===== src/rtl/zeroheti_apb_mtimer.sv =====
// APB completer for the RISC-V machine timer: 64-bit mtime/mtimecmp, CTRL, level timer IRQ.
// Optional prescaler enabled by defining ZEROHETI_MTIMER_PRESC_EN.
module zeroheti_apb_mtimer #(
    parameter int unsigned AddrWidth  = 32,
    parameter int unsigned PrescWidth = 8,
    parameter logic [63:0] CmpRstVal  = 64'hFFFF_FFFF_FFFF_FFFF
) (
    input  logic                 clk_i,
    input  logic                 rst_i,
    input  logic                 psel_i,
    input  logic                 penable_i,
    input  logic                 pwrite_i,
    input  logic [AddrWidth-1:0] paddr_i,
    input  logic [31:0]          pwdata_i,
    input  logic [3:0]           pstrb_i,
    output logic [31:0]          prdata_o,
    output logic                 pready_o,
    output logic                 pslverr_o,
    output logic                 timer_irq_o
);

    typedef enum logic {
        IDLE,
        RESP
    } state_e;

    localparam logic [2:0] RegMtimeLo = 3'd0;
    localparam logic [2:0] RegMtimeHi = 3'd1;
    localparam logic [2:0] RegCmpLo   = 3'd2;
    localparam logic [2:0] RegCmpHi   = 3'd3;
    localparam logic [2:0] RegCtrl    = 3'd4;

    state_e      state_q, state_d;
    logic [63:0] mtime_q, mtime_d, mtime_inc;
    logic [63:0] cmp_q, cmp_d;
    logic        en_q, en_d;
    logic [31:0] shadow_q, shadow_d;
    logic        shadow_vld_q, shadow_vld_d;
    logic [31:0] prdata_q, prdata_d;
    logic        pslverr_q, pslverr_d;
    logic        irq_q;
    logic        tick;
    logic        access;
    logic        mapped;
    logic [2:0]  offs;
    logic [31:0] ctrl_rd;
    logic        unused_addr;

    function automatic logic [31:0] merge_bytes(input logic [31:0] old,
                                                input logic [31:0] wdata,
                                                input logic [3:0]  strb);
        logic [31:0] res;
        for (int b = 0; b < 4; b++) begin
            res[b*8 +: 8] = strb[b] ? wdata[b*8 +: 8] : old[b*8 +: 8];
        end
        return res;
    endfunction

    assign offs        = paddr_i[4:2];
    assign mapped      = (offs <= RegCtrl);
    assign access      = (state_q == IDLE) && psel_i && penable_i;
    assign unused_addr = ^{paddr_i[AddrWidth-1:5], paddr_i[1:0]};
    assign mtime_inc   = mtime_q + {63'd0, tick};

`ifdef ZEROHETI_MTIMER_PRESC_EN
    logic [PrescWidth-1:0] presc_q, presc_d;
    logic [PrescWidth-1:0] cnt_q, cnt_d;
    logic                  ctrl_wr;

    assign ctrl_wr = access && pwrite_i && (offs == RegCtrl) && (|pstrb_i);
    assign tick    = en_q && (cnt_q == '0);

    always_comb begin
        presc_d = presc_q;
        if (ctrl_wr) begin
            for (int i = 0; i < PrescWidth; i++) begin
                presc_d[i] = pstrb_i[(8 + i) / 8] ? pwdata_i[8 + i] : presc_q[i];
            end
        end
    end

    // A CTRL write restarts the prescale period from the new reload value.
    always_comb begin
        cnt_d = cnt_q;
        if (ctrl_wr) begin
            cnt_d = presc_d;
        end else if (en_q) begin
            cnt_d = (cnt_q == '0) ? presc_q : cnt_q - PrescWidth'(1);
        end
    end

    always_ff @(posedge clk_i) begin
        if (rst_i) begin
            presc_q <= '0;
            cnt_q   <= '0;
        end else begin
            presc_q <= presc_d;
            cnt_q   <= cnt_d;
        end
    end

    always_comb begin
        ctrl_rd                  = '0;
        ctrl_rd[0]               = en_q;
        ctrl_rd[8 +: PrescWidth] = presc_q;
    end
`else
    assign tick = en_q;

    // Without the prescaler the presc field reads as zero and ignores writes.
    always_comb begin
        ctrl_rd                  = '0;
        ctrl_rd[0]               = en_q;
        ctrl_rd[8 +: PrescWidth] = {PrescWidth{1'b0}};
    end
`endif

    always_comb begin
        state_d      = state_q;
        mtime_d      = mtime_inc;
        cmp_d        = cmp_q;
        en_d         = en_q;
        shadow_d     = shadow_q;
        shadow_vld_d = shadow_vld_q;
        prdata_d     = '0;
        pslverr_d    = 1'b0;

        case (state_q)
            IDLE: begin
                if (access) begin
                    state_d   = RESP;
                    pslverr_d = !mapped;
                    if (pwrite_i) begin
                        // Written bytes override the tick; untouched bytes keep the increment.
                        case (offs)
                            RegMtimeLo: mtime_d[31:0]  = merge_bytes(mtime_inc[31:0], pwdata_i, pstrb_i);
                            RegMtimeHi: mtime_d[63:32] = merge_bytes(mtime_inc[63:32], pwdata_i, pstrb_i);
                            RegCmpLo:   cmp_d[31:0]    = merge_bytes(cmp_q[31:0], pwdata_i, pstrb_i);
                            RegCmpHi:   cmp_d[63:32]   = merge_bytes(cmp_q[63:32], pwdata_i, pstrb_i);
                            RegCtrl:    en_d           = pstrb_i[0] ? pwdata_i[0] : en_q;
                            default: ;
                        endcase
                    end else begin
                        case (offs)
                            RegMtimeLo: begin
                                prdata_d     = mtime_q[31:0];
                                shadow_d     = mtime_q[63:32];
                                shadow_vld_d = 1'b1;
                            end
                            RegMtimeHi: begin
                                prdata_d     = shadow_vld_q ? shadow_q : mtime_q[63:32];
                                shadow_vld_d = 1'b0;
                            end
                            RegCmpLo: prdata_d = cmp_q[31:0];
                            RegCmpHi: prdata_d = cmp_q[63:32];
                            RegCtrl:  prdata_d = ctrl_rd;
                            default: ;
                        endcase
                    end
                end
            end
            RESP: begin
                state_d = IDLE;
            end
            default: state_d = IDLE;
        endcase
    end

    always_ff @(posedge clk_i) begin
        if (rst_i) begin
            state_q      <= IDLE;
            mtime_q      <= '0;
            cmp_q        <= CmpRstVal;
            en_q         <= 1'b0;
            shadow_q     <= '0;
            shadow_vld_q <= 1'b0;
            prdata_q     <= '0;
            pslverr_q    <= 1'b0;
            irq_q        <= 1'b0;
        end else begin
            state_q      <= state_d;
            mtime_q      <= mtime_d;
            cmp_q        <= cmp_d;
            en_q         <= en_d;
            shadow_q     <= shadow_d;
            shadow_vld_q <= shadow_vld_d;
            prdata_q     <= prdata_d;
            pslverr_q    <= pslverr_d;
            irq_q        <= (mtime_q >= cmp_q);
        end
    end

    assign prdata_o    = prdata_q;
    assign pslverr_o   = pslverr_q;
    assign pready_o    = (state_q == RESP);
    assign timer_irq_o = irq_q;

endmodule

===== config.mk =====
export PLATFORM = sky130hd
export DESIGN_NAME = zeroheti_apb_mtimer
export DESIGN_NICKNAME = d
export VERILOG_FILES = /design/src/rtl/zeroheti_apb_mtimer.sv
export SDC_FILE = /design/constraint.sdc
export NUM_CORES = 1
export LEC_CHECK = 0
export BUFFER_PORTS_ARGS = -buffer_cell sky130_fd_sc_hd__buf_2
export CAP_MARGIN = 40
export CORE_MARGIN = 8
export CORE_UTILIZATION = 40
export DETAILED_ROUTE_END_ITERATION = 16
export PLACE_DENSITY = 0.62
export SYNTH_ARGS = -nofsm -noshare
export SYNTH_HDL_FRONTEND = slang
export SYNTH_SLANG_ARGS = --single-unit

===== constraint.sdc =====
create_clock -name clk_i -period 2.5 [get_ports clk_i]
set_input_delay 0.5 -clock clk_i [delete_from_list [all_inputs] [get_ports clk_i]]
set_output_delay 0.5 -clock clk_i [all_outputs]
set_load 0.05 [all_outputs]

==> results of run 1 <==
-- layout by cell type, fill, tap and decap left out, types with 26 or more instances in the layout --
| cell type | Yosys | final |
|---|---|---|
| a211oi_1 | 38 | 38 |
| a21oi_1 | 92 | 92 |
| buf_2 | 3 | 77 |
| buf_4 | 0 | 75 |
| dfxtp_1 | 197 | 195 |
| ha_1 | 66 | 66 |
| inv_1 | 73 | 73 |
| mux2i_1 | 34 | 34 |
| nand2_1 | 188 | 188 |
| nand3_1 | 29 | 29 |
| nand4_1 | 31 | 31 |
| nor2_1 | 97 | 97 |
| o211ai_1 | 64 | 64 |
| o21ai_0 | 37 | 37 |
| xor2_1 | 26 | 26 |
-- per-layer routing --
layer  GRT usage [%]  up-vias  wire [um]
met5               0        -          0
met4            5.63        0        595
met3            3.87       43       2010
met2            32.3      303      14500
met1            28.4     4713      15300
li1                -     4781          -
-- worst register-to-register path: stages (launching register included) --
cell      delay (ps)
dfxtp_1          360
ha_1             210
ha_1             220
and4_1           230
buf_4            140
or3b_2           500
nor3_1           280
xnor2_1          100
a211oi_1         220
-- worst paths after layout --
kind	from	end	slack, ps
worst max register to register	mtime_q[0]	mtime_q[18]	130
worst min register to register	shadow_q[31]	shadow_q[31]	460
worst max-delay path	mtime_q[0]	mtime_q[18]	130
worst min-delay path	pwdata_i[20]	cmp_q[52]	360
-- cells by family after synthesis --
logic type               share of synthesized area, %
flip-flops                                       37.8
multiplexers                                     3.58
AND/OR/NAND/NOR                                  21.1
AO/OA/AOI/OAI                                    20.7
XOR/XNOR                                         3.11
buffers and inverters                            5.79
adder cells (fa/ha/maj)                          7.91
-- state kept, by name, summed over array words and instances (netlist names) --
name / count
prdata_o: 32
pslverr_o: 1
cmp_q: 64
shadow_vld_q: 1
en_q: 1
timer_irq_o: 1
pready_o: 1
shadow_q: 32
mtime_q: 64
-- area by class of cell --
class | instances | area (um^2)
Clock buffer | 19 | 453
Fill cell | 2537 | 13600
Multi-Input combinational cell | 918 | 5920
Tap cell | 335 | 419
Timing Repair Buffer | 157 | 1050
Sequential cell | 197 | 3950
Clock inverter | 12 | 119
Inverter | 74 | 278
-- what timing repair did --
action / 4_1_cts / 5_1_grt
gates resized for setup: 1 / 6
setup endpoints to repair: 1 / 21
buffers inserted: 0 / 3
cloned: 0 / 0
hold endpoints to repair: 0 / 0
pin swaps: 0 / 2
-- where the power goes --
group / switching (mW) / internal [mW]
Sequential: 0.0142 / 3.16
Clock: 1.30 / 1.45
Combinational: 0.244 / 0.110
==> results.cfg, run 1 <==
[status]
outcome = completed

[cells_and_area]
utilization_pct = 47.2
layout.nets = 1504
areaGrowthSynthToFinish_pct = 16.8
final_cell_area_um2 = 12200
post_route_cells_drive_above_1_share_pct = 15.1
num_antenna_cells = 0
stdcell_count = 1712

[critical_path]
path_buf_inv = 1
required_ps = 2850
critical_path_cell_count = 8
critical_path_class = reg -> reg
critPathCaptureType = flop
setup.worst_path.start_class = flop
critPathSlowestCell = or3b_2
cell_chain_of_the_critical_path = ha_1, ha_1, and4_1, buf_4, or3b_2, nor3_1, xnor2_1, a211oi_1
worstPathArrival_ps = 2710
critical-path-top-delay-family = simple AND/OR/NAND/NOR gates
max_stage_delay_ps = 500
timing.critical_path.fanout_max = 3
cpMostUsedCell = ha_1
reg2regPathDepth = 8

[logic_synthesis]
synth_warnings = 0
yosysTopAreaCellShare_pct = 37.8
nets_in_the_synthesized_netlist = 1414
synth_most_common_cell = dfxtp_1
synth_flop_cell = dfxtp_1
netlist-cell-type-count = 57
yosysSeqAreaShare_pct = 37.8
ys_top_cells_by_area = dfxtp_1 38%, ha_1 7.9%, nand2_1 6.8%
post_synth.cell_area_avg_um2 = 8.19
synth-async-reset-ratio_pct = 0
ys_ff_latch = 197
post_synth_most_frequent_cells = 197 x dfxtp_1, 188 x nand2_1, 97 x nor2_1
synth.largest_area_cell = dfxtp_1
netlist_instances = 1275
edff_count_synth = 0
synth_area_um2 = 10400

[clock_network]
htree_num_levels = 4
cts.reportedPaths.clkPinSlew_ps = 70
cts_sinks = 197
tritoncts = built
cts_inserted_buffers = 17
count_of_hold_buffers_inserted_by_post_cts_repair = 0
cts.root.buffer_cell = clkbuf_16
clock_insertion_delay_worst_skew_ps = 440
cts-root-to-sink-buffers = 2

[route]
antenna_left = 0
postRouteWirelength_um = 32300
routedWlPerCell_um = 18.9
drt-pass1-iter-count = 5
via_per_inst = 5.75
vias = 9840
drt_drc_violations_left = 0
drt_iter0_markers = 858

[die]
die_height_um = 178
design.die.area_um2 = 31500
initial_standard_cell_utilization_of_the_core_pct = 40.4
core_region_area_um2 = 25800
floorplan.rows = 59
floorplan.io_pins = 108
floorplan.die.width_um = 178

[sta]
upper_clock_frequency_limit_mhz = 423
final.period_utilization_pct = 94.6
timing_max_transition_violations_final = 0
layout_min_cycle_time_ps = 2370
rsz0062_at_grt = false
layout_setup_ws_ps = 134
worst_hold_slack_ps = 355
fin_worst_skew_ps = 13.4
fin_tns_setup_ps = 0
max-slew-margin-rel_pct = 46.0
max_slew.worst_pin.slew_ps = 810
hold_viol = 0
finalSetupViolCount = 0

[grt]
global_route.overflow_total = 0
grt_max_degree = 69
number_of_global_route_vias_before_repair = 9337
grt_use_total_pct = 20.6
grt_first_pass_wirelength_um = 51500
initial_antenna_violation_count = 0

[placed_design]
port_buffers = 78
dp_hpwl_um = 23500
detailed_place.area_um2 = 11600
placement.setup.worst_slack_ps = 25.0
placed_cells = 1678
gp_congestion = 0.864

[flow_run]
drv_cap = 0

[pwr]
peakVddDrop_uv = 463
power_per_cell_area_nw_per_um2 = 514
power.total_mw = 6.27
power.static_leakage_nw = 5.08

[hold_path]
holdPathStages = 3
min_delay_path_class = in -> reg
No activity file was read; power rests on OpenSTA's default activity.
==> run 2: changes to the inputs <==
Clock period 2.5 ns to 2.28 ns, I/O delays scaled along.
==> run 2 against run 1 <==
Compared with the run above:
- final area up 3.5%
- first-iteration DRC count down 19%
- register-to-register slack got worse by 40 ps
- die area unchanged
- sequential power up 9.5%
- clock skew increased by 2.0 ps
- sequential share of layout area down 1.0 points
- non-clock buffer count rose by 38
- routed wire length increased by 1.5%
- largest cell class unchanged
==> results.cfg, run 2 (same netlist as run 1, synthesis figures left out) <==
[critical_path]
cell_chain_of_the_critical_path = ha_4, ha_4, and4_1, nor2b_1, buf_4, nand2_4, or4_1, a311oi_1
critical_path_cell_count = 8
required_ps = 2630
cpMostUsedCell = ha_4
timing.critical_path.from = en_q
r2r_setup_slack_ps = 90
max_stage_delay_ps = 530
reg2regPathDepth = 8
critical_path_class = reg -> reg
worstPathArrival_ps = 2530
critPathSlowestCell = or4_1
r2r_end = mtime_q[44]
critPathCaptureType = flop
critical-path-top-delay-family = simple AND/OR/NAND/NOR gates
critPathCapture = mtime_q[44]
path_buf_inv = 1
worstReg2RegStart = en_q
setup.worst_path.start_class = flop
timing.critical_path.fanout_max = 12

[sta]
upper_clock_frequency_limit_mhz = 457
layout_min_cycle_time_ps = 2190
finalSetupViolCount = 0
max-slew-margin-rel_pct = 62.7
max_slew.worst_pin.slew_ps = 558
final.period_utilization_pct = 96.0
timing_max_transition_violations_final = 0
worst_hold_slack_ps = 302
hold_viol = 0
fin_worst_skew_ps = 15.4
fin_tns_setup_ps = 0

[clock_network]
cts-root-to-sink-buffers = 2
cts_inserted_buffers = 17
cts.root.buffer_cell = clkbuf_16
htree_num_levels = 4
cts_sinks = 197
cts.reportedPaths.clkPinSlew_ps = 70
tritoncts = built
count_of_hold_buffers_inserted_by_post_cts_repair = 0
clock_insertion_delay_worst_skew_ps = 450

[die]
floorplan.rows = 59
floorplan.io_pins = 108
design.die.area_um2 = 31500
initial_standard_cell_utilization_of_the_core_pct = 40.4
core_region_area_um2 = 25800
die_height_um = 178
floorplan.die.width_um = 178

[cells_and_area]
num-fill-cells = 2568
utilization_pct = 48.8
layout_commonest_cell = dfxtp_1
areaGrowthSynthToFinish_pct = 20.8
footprint_of_the_multi_input_gates_um2 = 5980
post_route_cells_drive_above_1_share_pct = 18.0
final_cell_area_um2 = 12600
register_area_um2 = 3950
reg_top3 = cmp_q: 64 flops, mtime_q: 64 flops
num_antenna_cells = 0
layout.nets = 1542
stdcell_count = 1750
most-common-layout-cells = 194 x dfxtp_1, 188 x nand2_1, 108 x buf_4

[hold_path]
min_delay_path_class = in -> reg

[flow_run]
drv_cap = 0

[placed_design]
placed_cells = 1710
gp_congestion = 0.864
detailed_place.area_um2 = 11800
dp_hpwl_um = 23500
port_buffers = 78

[pwr]
power.static_leakage_nw = 5.29
peakVddDrop_uv = 381
power_per_cell_area_nw_per_um2 = 552

[grt]
grt_max_degree = 101
global_route.overflow_total = 0
grt_first_pass_wirelength_um = 52200
number_of_global_route_vias_before_repair = 9518
initial_antenna_violation_count = 0
grt_use_total_pct = 20.8

[route]
drt_drc_violations_left = 0
via_per_inst = 5.63
drt_iter0_markers = 698
antenna_left = 0
routedWlPerCell_um = 18.8
vias = 9857
drt-pass1-iter-count = 5
postRouteWirelength_um = 32800

[status]
outcome = completed
## run 2: cell count changes in the layout (fill, tap and decap cells not counted), sizes merged
cell	delta
clkinvlp	+1
inv	+2
clkinv	-3
buf	+38
## run 2: worst min-delay path, stage by stage
cell and delay [ps]:
buf_2 120, nand2_1 50, o211ai_1 70
## run 2: how the worst min path moves through the flow
stage / depth (start not counted) / slack [ps] / to / startpoint
6_report: 3 / 300 / cmp_q[20] / pwdata_i[20]
5_1_grt: 3 / 300 / cmp_q[52] / pwdata_i[20]
4_1_cts: 3 / 290 / cmp_q[24] / pwdata_i[24]
3_5_place_dp: 2 / 450 / shadow_q[3] / shadow_q[3]
3_3_place_gp: 2 / 440 / shadow_q[31] / shadow_q[31]
2_1_floorplan: 2 / 430 / shadow_q[31] / shadow_q[31]
## run 2: per-stage QoR
step           power, mW  setup WS, ps
6_report            6.96          90.7
5_1_grt             7.18         -8.59
4_1_cts             7.01        -0.235
3_5_place_dp        3.95         -42.4
3_3_place_gp        3.95          4.33
2_1_floorplan       3.75          55.0
## run 2: routing by layer
| metal | GRT usage (%) | up-vias | wire [um] |
|---|---|---|---|
| met3 | 3.30 | 37 | 1840 |
| met1 | 28.5 | 4672 | 15600 |
| met5 | 0 | - | 0 |
| li1 | - | 4860 | - |
| met4 | 5.84 | 0 | 509 |
| met2 | 33.4 | 288 | 14900 |
## run 2: what timing repair did
| action | 4_1_cts | 5_1_grt |
|---|---|---|
| pin swaps | 0 | 11 |
| setup endpoints to repair | 12 | 28 |
| buffers inserted | 0 | 9 |
| gates resized for setup | 2 | 23 |
## run 2: cell type report
class | instances | area share [%]
clock inverters | 12 | 1.08
inverters | 74 | 2.20
clock buffers | 19 | 3.59
well taps | 335 | 3.32
multi-input cells | 918 | 47.4
repair buffers | 195 | 11.0
flip-flops and latches | 197 | 31.3
## run 2: power breakdown
| group | leakage [nW] | switching, mW | total [mW] | internal (mW) |
|---|---|---|---|---|
| Combinational | 3.41 | 0.271 | 0.403 | 0.133 |
| Clock | 0.286 | 1.47 | 3.08 | 1.61 |
| Sequential | 1.59 | 0.0143 | 3.47 | 3.46 |
| Total | 5.29 | 1.76 | 6.96 | 5.20 |
==> run 3: changes to the inputs <==
Clock period 2.28 ns to 2.6 ns, I/O delays scaled along.
==> run 3 against run 2 <==
Compared with the run above:
- register-to-register slack gained 50 ps
- critical path type unchanged
- largest cell class unchanged
- core utilization shrank 2.0 points
- worst setup slack gained 50 ps
- count of clock-buffer cells in the layout is the same
- final cell count shrank 2.6%
- sequential power shrank 12%
- clock skew shrank 2.4 ps
- flip-flop and latch count is the same
- hold slack gained 74 ps
- routed wire length shrank 1.1%
- highest routed layer unchanged
- final area shrank 4.1%
- largest power group unchanged
- combinational power shrank 17%
==> results.cfg, run 3 (same netlist as run 1, synthesis figures left out) <==
[route]
drt_iter0_markers = 779
via_per_inst = 5.77
drt-pass1-iter-count = 6
routedWlPerCell_um = 19.0
antenna_left = 0
vias = 9830
postRouteWirelength_um = 32500
drt_drc_violations_left = 0

[grt]
grt.busiest_layer = met2
use_met1_pct = 28.2
number_of_global_route_vias_before_repair = 9171
gr-usage-met2_pct = 32.7
initial_antenna_violation_count = 0
grt_max_degree = 69
grt_use_total_pct = 20.4
global_route.overflow_total = 0
grt_first_pass_wirelength_um = 50800
grt_use_met3_pct = 3.15

[clock_network]
cts.reportedPaths.clkPinSlew_ps = 70
cts_inserted_buffers = 17
htree_num_levels = 4
cts_resized = 0
cts.root.buffer_cell = clkbuf_16
cts-root-to-sink-buffers = 2
cts_sinks = 197
clock_insertion_delay_worst_skew_ps = 440
count_of_hold_buffers_inserted_by_post_cts_repair = 0
post_cts_buffers = 0
tritoncts = built

[placed_design]
placed_cells = 1673
gp_congestion = 0.856
port_buffers = 78
dp_hpwl_um = 23600

[critical_path]
worstPathArrival_ps = 2810
r2r_setup_slack_ps = 140
cell_chain_of_the_critical_path = ha_2, ha_1, and4_4, nor2b_1, buf_4, nand2_2, or4_1, a311oi_1
critical-path-top-delay-family = simple AND/OR/NAND/NOR gates
setup.worst_path.start_class = flop
max_stage_delay_ps = 550
critPathCaptureType = flop
timing.critical_path.fanout_max = 14
required_ps = 2950
path_buf_inv = 1
critPathSlowestCell = or4_1
critical_path_class = reg -> reg

[pwr]
power_per_cell_area_nw_per_um2 = 506
peakVddDrop_uv = 380
power.static_leakage_nw = 5.00

[sta]
fin_tns_setup_ps = 0
max_slew.worst_pin.slew_ps = 828
timing_max_transition_violations_final = 0
layout_min_cycle_time_ps = 2460
upper_clock_frequency_limit_mhz = 407
finalSetupViolCount = 0
rsz0062_at_grt = false
hold_viol = 0
fin_worst_skew_ps = 13.0
final.period_utilization_pct = 94.6
max-slew-margin-rel_pct = 44.8
worst_hold_slack_ps = 376

[hold_path]
min_delay_path_class = in -> reg

[die]
design.die.area_um2 = 31500
die_height_um = 178
floorplan.io_pins = 108
floorplan.rows = 59
floorplan.die.width_um = 178
core_region_area_um2 = 25800
initial_standard_cell_utilization_of_the_core_pct = 40.4

[cells_and_area]
reg_top3 = cmp_q: 64 flops, mtime_q: 64 flops
most-common-layout-cells = 196 x dfxtp_1, 188 x nand2_1, 97 x nor2_1
utilization_pct = 46.8
num-fill-cells = 2564
register_area_um2 = 3950
stdcell_count = 1705
footprint_of_the_multi_input_gates_um2 = 5900
areaGrowthSynthToFinish_pct = 15.8
layout.nets = 1496
post_route_cells_drive_above_1_share_pct = 14.5
layout_commonest_cell = dfxtp_1
num_antenna_cells = 0

[status]
outcome = completed

[flow_run]
drv_cap = 0
==> run 3: cell count changes in the layout (fill, tap and decap cells not counted), sizes merged <==
cell,change
inv,-3
clkinvlp,-1
bufinv,+1
clkinv,+4
buf,-46
==> run 3: worst paths after layout <==
path           startpoint     endpoint  cells past startpoint
max            mtime_q[0]  mtime_q[56]                      8
max reg2reg    mtime_q[0]  mtime_q[56]                      8
min          pwdata_i[20]    cmp_q[20]                      3
min reg2reg   shadow_q[8]  shadow_q[8]                      2
==> run 3: layout make-up <==
type	count	share of cell area, %
clock buffer	19	3.75
clock inverter	13	1.19
inverter	74	2.30
sequential	197	32.6
multi-input combinational	918	48.8
timing repair buffer	149	7.87
tap	335	3.47
==> run 3: worst min-delay path: stages <==
cell,delay (ps)
buf_2,120
nand2_1,60
o211ai_1,80
==> run 3: stage by stage <==
stage / cell area (um^2) / setup slack, ps / power [mW]
after floorplan: 10400 / 375 / 3.29
after global placement: 11500 / 196 / 3.45
after detailed placement: 11500 / 124 / 3.46
after CTS: 12100 / 87.8 / 6.16
after global routing: 12100 / 2.08 / 6.30
final: 12100 / 140 / 6.12
==> run 3: metal layers <==
| metal | up-vias | wire, um |
|---|---|---|
| li1 | 4775 | - |
| met1 | 4722 | 15800 |
| met2 | 289 | 14500 |
| met3 | 44 | 1620 |
| met4 | 0 | 537 |
| met5 | - | 0 |
==> run 3: power by group <==
group / switching, mW / internal [mW]
sequential: 0.0201 / 3.04
clock: 1.25 / 1.48
combinational: 0.233 / 0.103
